**src/rtl/adc_pkg.sv**
```systemverilog
// Shared types and constants for the ADC word-alignment training controller.
package adc_pkg;

   typedef enum logic [2:0] {
      ST_IDLE,
      ST_RST_SERDES,
      ST_SETTLE,
      ST_CHECK,
      ST_SLIP,
      ST_LOCKED,
      ST_FAIL
   } align_state_t;

   localparam logic [15:0] ADC_TRAIN_PATTERN = 16'hA5C3;
   localparam int          ERR_W             = 8;

endpackage

```
**src/rtl/adc_pattern_check.sv**
```systemverilog
// Registered training-word comparator with a consecutive-match counter.
module adc_pattern_check import adc_pkg::*; #(
   parameter logic [15:0] PATTERN   = ADC_TRAIN_PATTERN,
   parameter int          MATCH_LEN = 16
) (
   input  logic        gclk,
   input  logic        grst_n,
   input  logic        clr,
   input  logic        en,
   input  logic [15:0] d_in,
   output logic        match_done,
   output logic        mismatch
);

   localparam int MW = $clog2(MATCH_LEN + 1);

   logic [MW-1:0] cnt;
   logic          hit;

   assign hit = (d_in == PATTERN);

   // Flags only live for the cycle after a sampled word, so stale results never leak across states.
   always_ff @(posedge gclk or negedge grst_n) begin
      if (!grst_n) begin
         cnt        <= '0;
         match_done <= 1'b0;
         mismatch   <= 1'b0;
      end else if (clr || !en) begin
         match_done <= 1'b0;
         mismatch   <= 1'b0;
         if (clr) cnt <= '0;
      end else begin
         mismatch   <= !hit;
         match_done <= hit && (cnt == MW'(MATCH_LEN - 1));
         if (!hit)                        cnt <= '0;
         else if (cnt != MW'(MATCH_LEN)) cnt <= cnt + 1'b1;
      end
   end

endmodule

```
**src/rtl/adc_align_ctrl.sv**
```systemverilog
// Word-alignment training controller: serdes reset/CE sequencing, bitslip search,
// lock detection and post-lock pattern error counting, all in the CLKDIV domain.
module adc_align_ctrl import adc_pkg::*; #(
   parameter logic [15:0] PATTERN       = ADC_TRAIN_PATTERN,
   parameter int          RST_CYCLES    = 4,
   parameter int          SETTLE_CYCLES = 4,
   parameter int          MATCH_LEN     = 16,
   parameter int          SLIP_RANGE    = 8
) (
   input  logic                          CLKDIV,
   input  logic                          RST_N,
   input  logic                          start,
   input  logic                          mon_en,
   input  logic [15:0]                   d_in,
   output logic                          serdes_rst,
   output logic                          serdes_ce,
   output logic                          bitslip,
   output logic                          busy,
   output logic                          locked,
   output logic                          fail,
   output logic [$clog2(SLIP_RANGE)-1:0] slip_count,
   output logic [ERR_W-1:0]              err_count
);

   localparam int SLIP_W  = $clog2(SLIP_RANGE);
   localparam int CNT_MAX = (RST_CYCLES > SETTLE_CYCLES) ? RST_CYCLES : SETTLE_CYCLES;
   localparam int CNT_W   = $clog2(CNT_MAX + 1);

   align_state_t      state, state_nx;
   logic [CNT_W-1:0]  cnt, cnt_nx;
   logic [SLIP_W-1:0] slip_nx;
   logic [ERR_W-1:0]  err_nx;
   logic              start_ok, chk_clr, chk_en, match_done, mismatch;

   assign chk_en = (state == ST_CHECK);

   adc_pattern_check #(
      .PATTERN   (PATTERN),
      .MATCH_LEN (MATCH_LEN)
   ) u_chk (
      .gclk       (CLKDIV),
      .grst_n     (RST_N),
      .clr        (chk_clr),
      .en         (chk_en),
      .d_in       (d_in),
      .match_done (match_done),
      .mismatch   (mismatch)
   );

   always_comb begin
      state_nx = state;
      cnt_nx   = cnt;
      slip_nx  = slip_count;
      err_nx   = err_count;
      chk_clr  = 1'b0;
      start_ok = start && (state == ST_IDLE || state == ST_LOCKED || state == ST_FAIL);
      case (state)
         ST_RST_SERDES: begin
            if (cnt == CNT_W'(RST_CYCLES - 1)) begin
               state_nx = ST_SETTLE;
               cnt_nx   = '0;
            end else cnt_nx = cnt + 1'b1;
         end
         ST_SETTLE: begin
            if (cnt == CNT_W'(SETTLE_CYCLES - 1)) begin
               state_nx = ST_CHECK;
               cnt_nx   = '0;
            end else cnt_nx = cnt + 1'b1;
         end
         ST_CHECK: begin
            if (match_done) state_nx = ST_LOCKED;
            else if (mismatch) begin
               if (slip_count == SLIP_W'(SLIP_RANGE - 1)) state_nx = ST_FAIL;
               else begin
                  state_nx = ST_SLIP;
                  slip_nx  = slip_count + 1'b1;
               end
            end
         end
         ST_SLIP: begin
            state_nx = ST_SETTLE;
            cnt_nx   = '0;
            chk_clr  = 1'b1;
         end
         ST_LOCKED: begin
            if (mon_en && d_in != PATTERN && err_count != '1) err_nx = err_count + 1'b1;
         end
         default: ;
      endcase
      // A new run overrides any same-cycle error increment.
      if (start_ok) begin
         state_nx = ST_RST_SERDES;
         cnt_nx   = '0;
         slip_nx  = '0;
         err_nx   = '0;
         chk_clr  = 1'b1;
      end
   end

   always_ff @(posedge CLKDIV or negedge RST_N) begin
      if (!RST_N) begin
         state      <= ST_IDLE;
         cnt        <= '0;
         serdes_rst <= 1'b1;
         serdes_ce  <= 1'b0;
         bitslip    <= 1'b0;
         busy       <= 1'b0;
         locked     <= 1'b0;
         fail       <= 1'b0;
         slip_count <= '0;
         err_count  <= '0;
      end else begin
         state      <= state_nx;
         cnt        <= cnt_nx;
         serdes_rst <= (state_nx == ST_IDLE) || (state_nx == ST_RST_SERDES);
         serdes_ce  <= !((state_nx == ST_IDLE) || (state_nx == ST_RST_SERDES));
         bitslip    <= (state_nx == ST_SLIP);
         busy       <= state_nx inside {ST_RST_SERDES, ST_SETTLE, ST_CHECK, ST_SLIP};
         locked     <= (state_nx == ST_LOCKED);
         fail       <= (state_nx == ST_FAIL);
         slip_count <= slip_nx;
         err_count  <= err_nx;
      end
   end

endmodule

```
**config.mk**
```make
export PLATFORM = sky130hd
export DESIGN_NAME = adc_align_ctrl
export DESIGN_NICKNAME = d
export VERILOG_FILES = /design/src/rtl/adc_pkg.sv /design/src/rtl/adc_pattern_check.sv /design/src/rtl/adc_align_ctrl.sv
export SDC_FILE = /design/constraint.sdc
export NUM_CORES = 1
export LEC_CHECK = 0
export BUFFER_PORTS_ARGS = -buffer_cell sky130_fd_sc_hd__buf_2
export CAP_MARGIN = 10
export CORE_ASPECT_RATIO = 1.75
export CORE_MARGIN = 2
export CORE_UTILIZATION = 58
export DETAILED_ROUTE_END_ITERATION = 10
export GPL_ROUTABILITY_DRIVEN = 0
export PLACE_DENSITY = 0.87
export SYNTH_ARGS = -nofsm -noshare
export SYNTH_HDL_FRONTEND = slang
export SYNTH_SLANG_ARGS = --single-unit
```
**constraint.sdc**
```tcl
create_clock -name CLKDIV -period 4.8 [get_ports CLKDIV]
set_input_delay 0.48 -clock CLKDIV [delete_from_list [all_inputs] [get_ports CLKDIV]]
set_output_delay 0.48 -clock CLKDIV [all_outputs]
set_load 0.005 [all_outputs]
```
==> results.md <==
* HP Class: in -> async
* Chip height at 75.8 µm
* Status: finished, final reports clean
* Fin area at between 2000 and 2500 µm²
* Netlist Area Pre-Place at about 1700 µm²
* GRT Residual Overflow at 0
* DR iter-0 viols at 27
* # Max-Cap Violations at 0
* Max-slew headroom at a little under three fifths
* Clk root buf: clkbuf_8
* Synth-to-Final Area Change at 19.5%
* Synth warn at 0
* Tcrit/Tclk final at roughly 44%
* Dpl hpwl at 2.77 mm
* Largest net degree at the start of global routing at 31
* DR WL/cell at between 15 and 20 µm
* DRT Pass-1 Iters at 4
* Seq cells post-synth at 30
* Hold_buf cts at 0
* Initial Util at 59.6%
* Ratio of cells with drive above 1 in the final layout at roughly 28%
* Nets at ~240
* Final setup vio count at 0
* DRT antenna net count at 0
* CP max stage cell: dfrtp_1
* Initial antenna violation count at 0
* Fmax achieved at about 470 MHz
* Design Power at 1.11 mW
* Worst IR Drop VDD at around 0.32 mV
* Placed cells at between 200 and 250
* Final non-filler cell total at approximately 240
* Crit start category: flip-flop
* Postcts setup bufs at 0
* Crit path DAT at 2340 ps
* DRC at 0
* Worst R2R Start: state[1]
* Synth unique cells at 54
* FP Rows at 26
* Critical Path RT at around 5000 ps
* Layout Skew at between 4 and 5 ps
* Crit path buf inv count at 1
* Worst-path maximum fanout at 14
* CTS tree: done
* Synth Instances at between 150 and 200
* Placed Instance Area at between 1500 and 2000 µm²
* Final number of hold-violating endpoints at 0
* Clk sinks at 30
* TNS Setup at 0 ps
* CTS H-tree lvls at 2
* Core ar. at ~2900 µm²
* Reg2Reg Depth at 6
* TritonCTS Buffers at 5
* Asr flop ratio synth at between 90% and 100%
* Die ar. at between 3000 and 4000 µm²
* Pwr Density at about 540 nW/µm²
* Main flop type after synthesis: dfrtp_1
* Synth top area share at between 40% and 50%
* GRT Total Usage at 25.3%
* Post-layout min period at ~2100 ps
* Worst Tran Pin Value at around 640 ps
* Post-synth EDFFs at 0
* Clock Pin Slew Worst Setup and Hold Paths at around 70 ps
* CP max stage delay at 550 ps
* Cts repair resizes at 0
* RSZ-0062 raised after global routing: false
* Max clock buf depth at 2
* Syn avg cell area at a little under 10 µm²
* Critical path class: reg -> reg
* CP Cell Sequence: or3b_1 -> a32oi_1 -> o31a_2 -> inv_2 -> nor3_2 -> mux2i_1
* Die width at 45.0 µm
* Fin. max-slew vios at 0
* First-pass GRT wire length at 6.34 mm
* DR vias at between 1000 and 1500
* ANT cells at 0
* Yosys top cell by area: dfrtp_1
* Mapped Nets at 200
* Core Util, Final at slightly above 70%
* Sequential area share after synthesis at about 44%
* Ranking of synthesized cells by area: dfrtp_1 (43%), ha_1 (5.1%), nor2_1 (3.5%)
* Worst-Skew Late Latency at a little under 300 ps
* R2R setup slack at about 2700 ps
* Leak at roughly 1.0 nW
* Vias in the first global route at between 1000 and 1500
* Worst reg2reg path endpoint: slip_count[0]
* CP top delay family: simple AND/OR/NAND/NOR gates
* IO Count at 37
* Crit end category: flip-flop
* Port buffer count at 36
* DR vias/cell at approximately 6.2
* Final WL at around 3.7 mm
[through the flow]
stage                     hold WS, ps  setup slack [ps]
after global routing              276              2480
after CTS                         233              2680
after detailed placement          487              2630
after floorplan                   184              2800
after global placement            480              2660
final                             213              2670
[how the worst max path moves through the flow]
| stage | from | end | slack [ps] | depth (start not counted) |
|---|---|---|---|---|
| floorplan | d_in[2] | u_chk.cnt[4] | 2800 | 5 |
| global placement | d_in[2] | u_chk.cnt[4] | 2660 | 6 |
| CTS | state[1] | slip_count[0] | 2680 | 6 |
| finish | state[1] | slip_count[0] | 2670 | 6 |
| detailed placement | d_in[2] | u_chk.cnt[4] | 2630 | 6 |
| global route | state[1] | slip_count[0] | 2480 | 6 |
[cell usage after synthesis, drive strengths merged (2+ instances only)]
library cell / count
nor2: 17
buf: 2
dfrtp: 29
and2: 2
a31o: 2
nand3b: 2
ha: 7
nand4: 7
a21o: 3
nor4: 5
o21ai: 10
xnor2: 6
nand2: 8
nor3: 6
a2111oi: 2
inv: 12
a211oi: 2
a21oi: 4
mux2i: 3
o31a: 2
nand3: 4
clkbuf: 4
and3: 5
nand2b: 3
o21a: 2
nor2b: 2
[where the power goes]
part | total [mW] | leakage (nW) | internal, mW | switching, mW
clock network | 0.319 | 0.0714 | 0.221 | 0.0975
registers | 0.398 | 0.395 | 0.317 | 0.0811
logic | 0.394 | 0.531 | 0.165 | 0.229
[area by class of cell]
cell class                 count  area [µm²]
multi-input combinational    125         885
fill                         213         823
sequential                    30         752
timing repair buffer          36         180
clock buffer                   6        82.6
clock inverter                 2        60.1
inverter                      12        45.0
tap                           28        35.0
[state kept, by name (all words and copies together) (netlist names)]
| register | cells |
|---|---|
| bitslip | 1 |
| busy | 1 |
| cnt | 3 |
| err_count | 8 |
| fail | 1 |
| locked | 1 |
| serdes_ce | 1 |
| serdes_rst | 1 |
| slip_count | 3 |
| state | 3 |
| u_chk.cnt | 5 |
| u_chk.match_done | 1 |
| u_chk.mismatch | 1 |
[cell usage in the layout, fill, tap and decap left out, types with 5 or more instances in the layout]
master and n:
and3_1 5, buf_2 36, clkbuf_8 6, dfrtp_1 29
ha_1 7, inv_1 9, nand2_1 8, nand4_1 7
nor2_1 16, o21ai_0 6, xnor2_1 6
[worst register-to-register path, stage by stage, from the launching register on]
cell and delay [ps]:
dfrtp_1 550, or3b_1 490, a32oi_1 220, o31a_2 230, inv_2 60, nor3_2 290, mux2i_1 220
[logic make-up after synthesis]
kind of cell	Yosys count	synth area share, %
AOI/OAI and AO/OA	35	14.4
xor gates and xnor gates	7	3.59
adders and majority gates	8	5.72
buffers and inverters	18	4.11
DFF	30	44.1
muxes	4	2.42
and+or+nand+nor	71	25.7
[layer usage]
metal / global-route usage, % / vias to the layer above / share of wire [%]
li1: - / 705 / -
met1: 24.7 / 725 / 37
met2: 46.5 / 53 / 55
met3: 5.45 / 9 / 5.5
met4: 15.0 / 0 / 2.9
met5: 0 / - / 0
Power figures use the tool's default switching activity.
